`src/rtl/rotate_sequencer_if.sv`:
```
// Command/status bundle for rotate_sequencer. The carry_out signal exists only when
// ROTSEQ_CARRY_EN is defined.
interface rotate_sequencer_if #(
  parameter int WIDTH = 8,
  parameter int CNT_W = 3
);
  logic             start;
  logic [1:0]       op;
  logic [CNT_W-1:0] count;
  logic [WIDTH-1:0] data_in;
  logic [WIDTH-1:0] q;
  logic             busy;
  logic             done;
  logic             ctl_parallel_loadn;
  logic             ctl_rotate_right;
  logic             ctl_asright;
`ifdef ROTSEQ_CARRY_EN
  logic             carry_out;

  modport master (
    output start, op, count, data_in,
    input  q, busy, done, ctl_parallel_loadn, ctl_rotate_right, ctl_asright, carry_out
  );
  modport slave (
    input  start, op, count, data_in,
    output q, busy, done, ctl_parallel_loadn, ctl_rotate_right, ctl_asright, carry_out
  );
`else
  modport master (
    output start, op, count, data_in,
    input  q, busy, done, ctl_parallel_loadn, ctl_rotate_right, ctl_asright
  );
  modport slave (
    input  start, op, count, data_in,
    output q, busy, done, ctl_parallel_loadn, ctl_rotate_right, ctl_asright
  );
`endif
endinterface

```
`src/rtl/rotate_sequencer.sv`:
```
// Load/rotate/ASR command sequencer that owns an 8-bit shift register and steps it one position per clock.
// The optional carry_out capture is enabled with the ROTSEQ_CARRY_EN macro.
module rotate_sequencer #(
  parameter int WIDTH = 8,
  parameter int CNT_W = 3
) (
  input  logic              clock,
  input  logic              reset,
  rotate_sequencer_if.slave bus
);
  typedef enum logic [1:0] {IDLE, LOAD, STEP, DONE} state_t;
  typedef enum logic [1:0] {OP_LD = 2'b00, OP_ROL = 2'b01, OP_ROR = 2'b10, OP_ASR = 2'b11} op_t;

  typedef struct packed {
    logic [1:0]       op;
    logic [CNT_W-1:0] count;
    logic [WIDTH-1:0] data;
  } cmd_t;

  state_t           state;
  cmd_t             cmd;
  logic [WIDTH-1:0] q;
  logic [WIDTH-1:0] q_step;
  logic             busy, done, pl_n, rr, asr;
  logic             carry_step;

  // Next value of each bit for one step, chosen by the latched op.
  for (genvar i = 0; i < WIDTH; i++) begin : g_bit
    localparam int LO = (i + WIDTH - 1) % WIDTH;
    localparam int HI = (i + 1) % WIDTH;
    if (i == WIDTH - 1) begin : g_msb
      always_comb begin
        q_step[i] = q[HI];
        if (cmd.op == OP_ROL)      q_step[i] = q[LO];
        else if (cmd.op == OP_ASR) q_step[i] = q[WIDTH-1];
      end
    end else begin : g_lsb
      assign q_step[i] = (cmd.op == OP_ROL) ? q[LO] : q[HI];
    end
  end

  assign carry_step = (cmd.op == OP_ROL) ? q[WIDTH-1] : q[0];

  always_ff @(posedge clock) begin
    if (reset) begin
      state <= IDLE;
      cmd   <= '0;
      q     <= '0;
      busy  <= 1'b0;
      done  <= 1'b0;
      pl_n  <= 1'b1;
      rr    <= 1'b0;
      asr   <= 1'b0;
    end else begin
      done <= 1'b0;
      case (state)
        IDLE: begin
          if (bus.start) begin
            cmd.op    <= bus.op;
            cmd.count <= bus.count;
            cmd.data  <= bus.data_in;
            if (bus.op == OP_LD) begin
              state <= LOAD;
              busy  <= 1'b1;
              pl_n  <= 1'b0;
            end else if (bus.count != '0) begin
              state <= STEP;
              busy  <= 1'b1;
              rr    <= bus.op[1];
              asr   <= (bus.op == OP_ASR);
            end else begin
              state <= DONE;
              done  <= 1'b1;
            end
          end
        end
        LOAD: begin
          q     <= cmd.data;
          state <= DONE;
          busy  <= 1'b0;
          pl_n  <= 1'b1;
          done  <= 1'b1;
        end
        STEP: begin
          q <= q_step;
          // The latched count doubles as the remaining-steps counter.
          if (cmd.count == CNT_W'(1)) begin
            state <= DONE;
            busy  <= 1'b0;
            rr    <= 1'b0;
            asr   <= 1'b0;
            done  <= 1'b1;
          end else begin
            cmd.count <= cmd.count - CNT_W'(1);
          end
        end
        default: state <= IDLE;
      endcase
    end
  end

`ifdef ROTSEQ_CARRY_EN
  logic carry;

  always_ff @(posedge clock) begin
    if (reset)               carry <= 1'b0;
    else if (state == LOAD)  carry <= 1'b0;
    else if (state == STEP)  carry <= carry_step;
  end

  assign bus.carry_out = carry;
`else
  logic unused_carry;
  assign unused_carry = carry_step;
`endif

  assign bus.q                  = q;
  assign bus.busy               = busy;
  assign bus.done               = done;
  assign bus.ctl_parallel_loadn = pl_n;
  assign bus.ctl_rotate_right   = rr;
  assign bus.ctl_asright        = asr;
endmodule
```
`src/flat_wrapper.sv`:
```
// flat-port wrapper written by rule: the top's interface ports become plain ports
module rotate_sequencer_flat 
#(
  parameter int WIDTH = 8,
  parameter int CNT_W = 3
)
  (clock, reset, bus_start, bus_op, bus_count, bus_data_in, bus_q, bus_busy, bus_done, bus_ctl_parallel_loadn, bus_ctl_rotate_right, bus_ctl_asright);
  rotate_sequencer_if #(.WIDTH(WIDTH), .CNT_W(CNT_W)) bus_i ();
  input  logic clock;
  input  logic reset;
  input wire logic [$bits(bus_i.start)-1:0] bus_start;
  input wire logic [$bits(bus_i.op)-1:0] bus_op;
  input wire logic [$bits(bus_i.count)-1:0] bus_count;
  input wire logic [$bits(bus_i.data_in)-1:0] bus_data_in;
  output wire logic [$bits(bus_i.q)-1:0] bus_q;
  output wire logic [$bits(bus_i.busy)-1:0] bus_busy;
  output wire logic [$bits(bus_i.done)-1:0] bus_done;
  output wire logic [$bits(bus_i.ctl_parallel_loadn)-1:0] bus_ctl_parallel_loadn;
  output wire logic [$bits(bus_i.ctl_rotate_right)-1:0] bus_ctl_rotate_right;
  output wire logic [$bits(bus_i.ctl_asright)-1:0] bus_ctl_asright;
  assign bus_i.start = bus_start;
  assign bus_i.op = bus_op;
  assign bus_i.count = bus_count;
  assign bus_i.data_in = bus_data_in;
  assign bus_q = bus_i.q;
  assign bus_busy = bus_i.busy;
  assign bus_done = bus_i.done;
  assign bus_ctl_parallel_loadn = bus_i.ctl_parallel_loadn;
  assign bus_ctl_rotate_right = bus_i.ctl_rotate_right;
  assign bus_ctl_asright = bus_i.ctl_asright;
  rotate_sequencer #(.WIDTH(WIDTH), .CNT_W(CNT_W)) u_core (.clock(clock), .reset(reset), .bus(bus_i));
endmodule
```
`config.mk`:
```
export PLATFORM = sky130hd
export DESIGN_NAME = rotate_sequencer_flat
export DESIGN_NICKNAME = d
export VERILOG_FILES = /design/src/rtl/rotate_sequencer_if.sv /design/src/rtl/rotate_sequencer.sv /design/src/flat_wrapper.sv
export SDC_FILE = /design/constraint.sdc
export NUM_CORES = 1
export LEC_CHECK = 0
export BUFFER_PORTS_ARGS = -buffer_cell sky130_fd_sc_hd__buf_2
export CAP_MARGIN = 20
export CELL_PAD_IN_SITES_DETAIL_PLACEMENT = 0
export CELL_PAD_IN_SITES_GLOBAL_PLACEMENT = 2
export CORE_ASPECT_RATIO = 2
export CORE_MARGIN = 3
export CORE_UTILIZATION = 33
export CTS_CLUSTER_DIAMETER = 120
export DETAILED_ROUTE_END_ITERATION = 7
export PLACE_DENSITY_LB_ADDON = 0.1
export REMOVE_ABC_BUFFERS = 1
export SLEW_MARGIN = 0
export SYNTH_ARGS = -nofsm -noshare
export SYNTH_HDL_FRONTEND = slang
export SYNTH_SLANG_ARGS = --single-unit
```
`constraint.sdc`:
```
create_clock -name clock -period 4.25 [get_ports clock]
set_input_delay 0.6375 -clock clock [delete_from_list [all_inputs] [get_ports clock]]
set_output_delay 0.6375 -clock clock [all_outputs]
set_load 0.01 [all_outputs]
```
* Word level (Yosys, flattened, before mapping)
Index checks and enable logic that the tools add are counted.
** Storage, ports and cells
- Register bits :: 28
- Word-level logic and storage cells :: 79
- Output and inout bits :: 13
** Cells by class
- Add/sub/neg operators :: 1
- Eq/ne operators :: 14
- Mux-type cells :: 39
- Reductions and logical operators :: 14
** Operators with widths (number)
- 2-to-1 mux 1 bit :: 26
- case mux 8 bit (2 select lines) :: 1
- 2-to-1 mux 11 bit :: 1
- equality test 2 bit, second input constant :: 3
- 2-to-1 mux 2 bit :: 3
- inequality test 2 x 1 -> 1 bit, second input constant :: 3
- inequality test 2 bit, second input constant :: 3
- case mux 1 bit (2 select lines) :: 3
- case mux 1 bit (3 select lines) :: 2
- case mux 2 bit (3 select lines) :: 1
- case mux 3 bit (2 select lines) :: 1
- AND reduction 2 bit :: 3
- AND reduction 3 bit :: 2
- nonzero test 2 bit :: 3
- nonzero test 3 bit :: 2
- AND reduction 5 bit :: 1
- equality test 2 x 1 -> 1 bit, second input constant :: 2
- logical NOT 2 bit :: 2
- AND reduction 4 bit :: 1
- equality test 3 x 1 -> 1 bit, second input constant :: 1
- 2-to-1 mux 3 bit :: 1
- inequality test 3 x 1 -> 1 bit, second input constant :: 1
- inequality test 3 x 2 -> 1 bit, second input constant :: 1
- subtractor 3 x 1 -> 3 bit, second input constant :: 1

* Logic depth before layout (Yosys ltp)
- Depth in word-level cells :: 5
- Mapped depth :: 7
- Depth with buffers taken out :: 6

* Least setup slack after synthesis
No wires, ideal clock.
- Path type :: register to register
- Start point :: register u_core.state[0]
- End point :: register u_core.busy (netlist: u_core.bus.busy)
- Cell stages (with the launch flop) :: 7
- Arrival time :: 1443 ps
- Slack :: 2737 ps
- Buffers on the path :: 0
- Data required time :: 4180 ps
- Cells stage by stage :: dfxtp_1 > inv_1 > ha_1 > or2b_2 > o21ai_2 > or4_1 > a21oi_1
** Between the ends
- Longest elaborated chain between the ends :: 3
** Ends and longest elaborated chain
- start, declared :: RTL line rotate_sequencer.sv:20 : state_t state;
- start signal, assigned :: RTL line rotate_sequencer.sv:46 : state <= IDLE;
- start signal, assigned :: RTL line rotate_sequencer.sv:63 : state <= LOAD;
- start signal, assigned :: RTL line rotate_sequencer.sv:67 : state <= STEP;
- equality test 2 bit (tied with other cells) :: RTL line rotate_sequencer.sv:56 : case (state)
- inequality test 2 x 1 -> 1 bit (no source line) (tied with other cells)
- AND reduction 4 bit (no source line)
- end signal, assigned :: RTL line rotate_sequencer.sv:49 : busy <= 1'b0;
- end signal, assigned :: RTL line rotate_sequencer.sv:64 : busy <= 1'b1;
- end signal, assigned :: RTL line rotate_sequencer.sv:68 : busy <= 1'b1;
- end, declared :: RTL line rotate_sequencer.sv:24 : logic busy, done, pl_n, rr, asr;
Parallel ways exist; a longest one is shown, timed or not.
A chain may end at the register's enable or synchronous reset.

* Worst setup path in the final report
Same ends and word-level chain as after synthesis.

==> results.md <==
* Outcome: complete, no violations
* Via count at 1,341
* Clk pwr share at 13.3%
* Gr ovfl total at 0
* H-tree Lvls at 1
* CTS buffer count at 3
* Finished Cell Area at between 1500 and 2000 um^2
* Netlist cell types at 39
* Cells after synthesis at 179
* Die area at 5130 um^2
* Pre-CTS WS at between 2 and 2.5 ns
* Detailed placement HPWL at around 2700 um
* Hold Buf Count CTS at 0
* Cell Area, Synth at 1410 um^2
* Placer's final routability congestion estimate at 0.815
* Leak at 0.657 nW
* Synth area leader: dfxtp_1
* Die Width at 52.2 um
* Post-route minimum period at 2.05 ns
* Fin Clk Skew at roughly 0.0036 ns
* Root buffer cell: clkbuf_8
* CP Max Fanout at 26
* Clk Latency, worst-skew pair at 0.27 ns
* # diodes at 0
* Ys Warns at 0
* Worst EP required at 4.38 ns
* Power per cell area at 652 nW/um^2
* WL final at 3620 um
* Clock transition at path regs at 0.09 ns
* Avg Cell Area, Syn at 7.86 um^2
* Setup violators final at 0
* Register area at 561 um^2
* Critical path arrival at between 2 and 2.5 ns
* Initial Util at 34.4%
* Switching share of power at 42.8%
* Boundary pin count at 29
* Post-route insts no fill at 253
* Worst Setup Start Kind: flop
* EDFF count, synth at 0
* Initial antenna violation count at 0
* Combinational power share at ~50%
* CTS Sinks at 28
* Die Y at between 90 and 100 um
* Detailed Route Iter0 Violations at 25
* Fin. max-slew vios at 0
* Seq/Total Area, Yosys at ~40%
* Final nets at 225
* Main synth FF type: dfxtp_1
* Critical path class: flop to flop
* CTS tree: built
* Post_cts resized at 0
* Vias in the first global route at 1,247
* Multi-input gate area at between 700 and 800 um^2
* Max Root-Sink Buffers at 2
* Pre-antenna DRT Iters at 4
* Hold Path Class: flop to flop
* Fin util at 39.5%
* Period utilization at 48.1%
* Slew HR at 43.1%
* Hold Vio Cnt, Final at 0
* Dpl cells at 250
* Worst VDD drop at 0.000453 V
* Switch Pwr at 0.451 mW
* Port Buf Inserts at 28
* Top cell type's share of synthesized area at 39.8%
* Layout overhead on the synthesized area at 14.7%
* Filler cells at 450
* DRC errors left at 0
* Via density per instance at 5.30
* Placed Area at 1570 um^2
* Synth top area cells: dfxtp_1, nand2_1, a21oi_1
* Worst-margin pin slew at 0.854 ns
* Crit. End Element: flop
* Gr usage total at 15.1%
* Buffer count from post-CTS setup fixing at 0
* Layout cells sized above 1 at 18.4%
* Post-route ant nets at 0
* Setup TNS at 0 ns
* Fmax at 489 MHz
* Worst Setup Slack, final at 2.20 ns
* Fraction of registers with async set/reset at 0%
* First-pass GRT wire length at approximately 6000 um
* Rows at 33
* Max Cap Viol at 0
* Flop pwr share at 36.3%
* Yosys reg bits at 28
* Core ar. at 4090 um^2
* Unrepaired setup endpoints after global routing: false
* Drt wl/cell at 14.3 um
* Largest net degree at the start of global routing at 32
* Pint at 0.602 mW
routing by layer:
metal	vias up	part of all wire, %	track usage [%]
met3	6	3.0	1.98
met2	27	54	26.1
met5	-	0	0
met4	0	2.3	6.69
met1	633	41	17.9
li1	675	-	-
sequential cells by signal (all words and copies together), names as in the netlist:
signal and cells:
u_core.bus.ctl_asright 1, u_core.cmd 13, u_core.bus.q 8, u_core.bus.done 1, u_core.bus.ctl_parallel_loadn 1, u_core.state 2, u_core.bus.ctl_rotate_right 1, u_core.bus.busy 1
path summary, 6_finish.rpt:
path	startpoint	to	slack, ns	depth (start not counted)
max	u_core.state[0]	u_core.bus.busy	2.20	6
min	u_core.cmd[7]	u_core.cmd[7]	0.47	2
max reg2reg	u_core.state[0]	u_core.bus.busy	2.20	6
min reg2reg	u_core.cmd[7]	u_core.cmd[7]	0.47	2
cell usage after synthesis, types with 2 or more instances:
cell type   n
nand2_1    47
dfxtp_1    28
a21oi_1    18
nor2_1     10
o32ai_1    10
and3_1      8
inv_1       7
ha_1        6
clkbuf_1    5
nand2b_1    4
nand3b_1    3
a211o_2     2
mux2i_1     2
nand4_1     2
nor4_1      2
o31ai_1     2
stage by stage:
step                      hold slack, ns  total power [mW]
after floorplan                    0.431             0.758
final                              0.466              1.05
after detailed placement           0.457             0.923
after global routing               0.484              1.15
after global placement             0.454             0.919
after CTS                          0.470              1.07
power by group through the flow:
| stage | registers, mW | clock network (mW) | logic [mW] |
|---|---|---|---|
| global route | 0.393 | 0.158 | 0.602 |
| global placement | 0.387 | 0 | 0.533 |
| finish | 0.382 | 0.140 | 0.531 |
| detailed placement | 0.389 | 0 | 0.534 |
| CTS | 0.383 | 0.148 | 0.537 |
| floorplan | 0.394 | 0 | 0.364 |
critical path, stage by stage, from the launching register on:
cell     delay (ns)
dfxtp_1        0.35
inv_1          0.09
ha_1           0.72
inv_1          0.22
o21ai_2        0.31
or4_1          0.16
a21oi_1        0.05
final cells by class:
cell class	count	share of cell area (%)
Clock buffer	3	2.56
Inverter	8	1.86
Multi-Input combinational cell	134	48.1
Sequential cell	28	34.7
Tap cell	52	4.03
Timing Repair Buffer	28	8.68
cell families (layout without fill, tap and decap cells):
logic type / after synthesis / after routing / share of synthesized area, %
adder cells (fa/ha/maj): 6 / 6 / 5.33
buffers and inverters: 17 / 39 / 4.98
AND/OR/NAND/NOR: 83 / 83 / 27.3
AO/OA/AOI/OAI: 42 / 42 / 20.4
flip-flops: 28 / 28 / 39.8
multiplexers: 3 / 3 / 2.22
cell usage in the layout (no fill, tap or decap):
cell and n:
o22ai_1 1, nor3_1 1, nor4_1 2, clkinv_1 1, mux2_2 1, nor2b_1 1, o32ai_1 10, and3_1 8
buf_2 28, clkbuf_8 3, a41oi_1 1, nand2b_1 4, nand3_1 1, mux2i_1 2, o21ai_1 1, o21ai_0 1
a211o_1 1, ha_1 6, and2b_1 1, dfxtp_1 28, o21ai_2 1, nor2_1 10, a211o_2 2, a221oi_1 1
o21bai_1 1, nand3b_1 3, nand4_1 2, a31oi_1 1, or4_1 1, a311oi_1 1, or2b_2 1, inv_1 7
o31ai_1 2, nand2_1 47, a21oi_1 18, and2_2 1
Power figures use the tool's default switching activity.
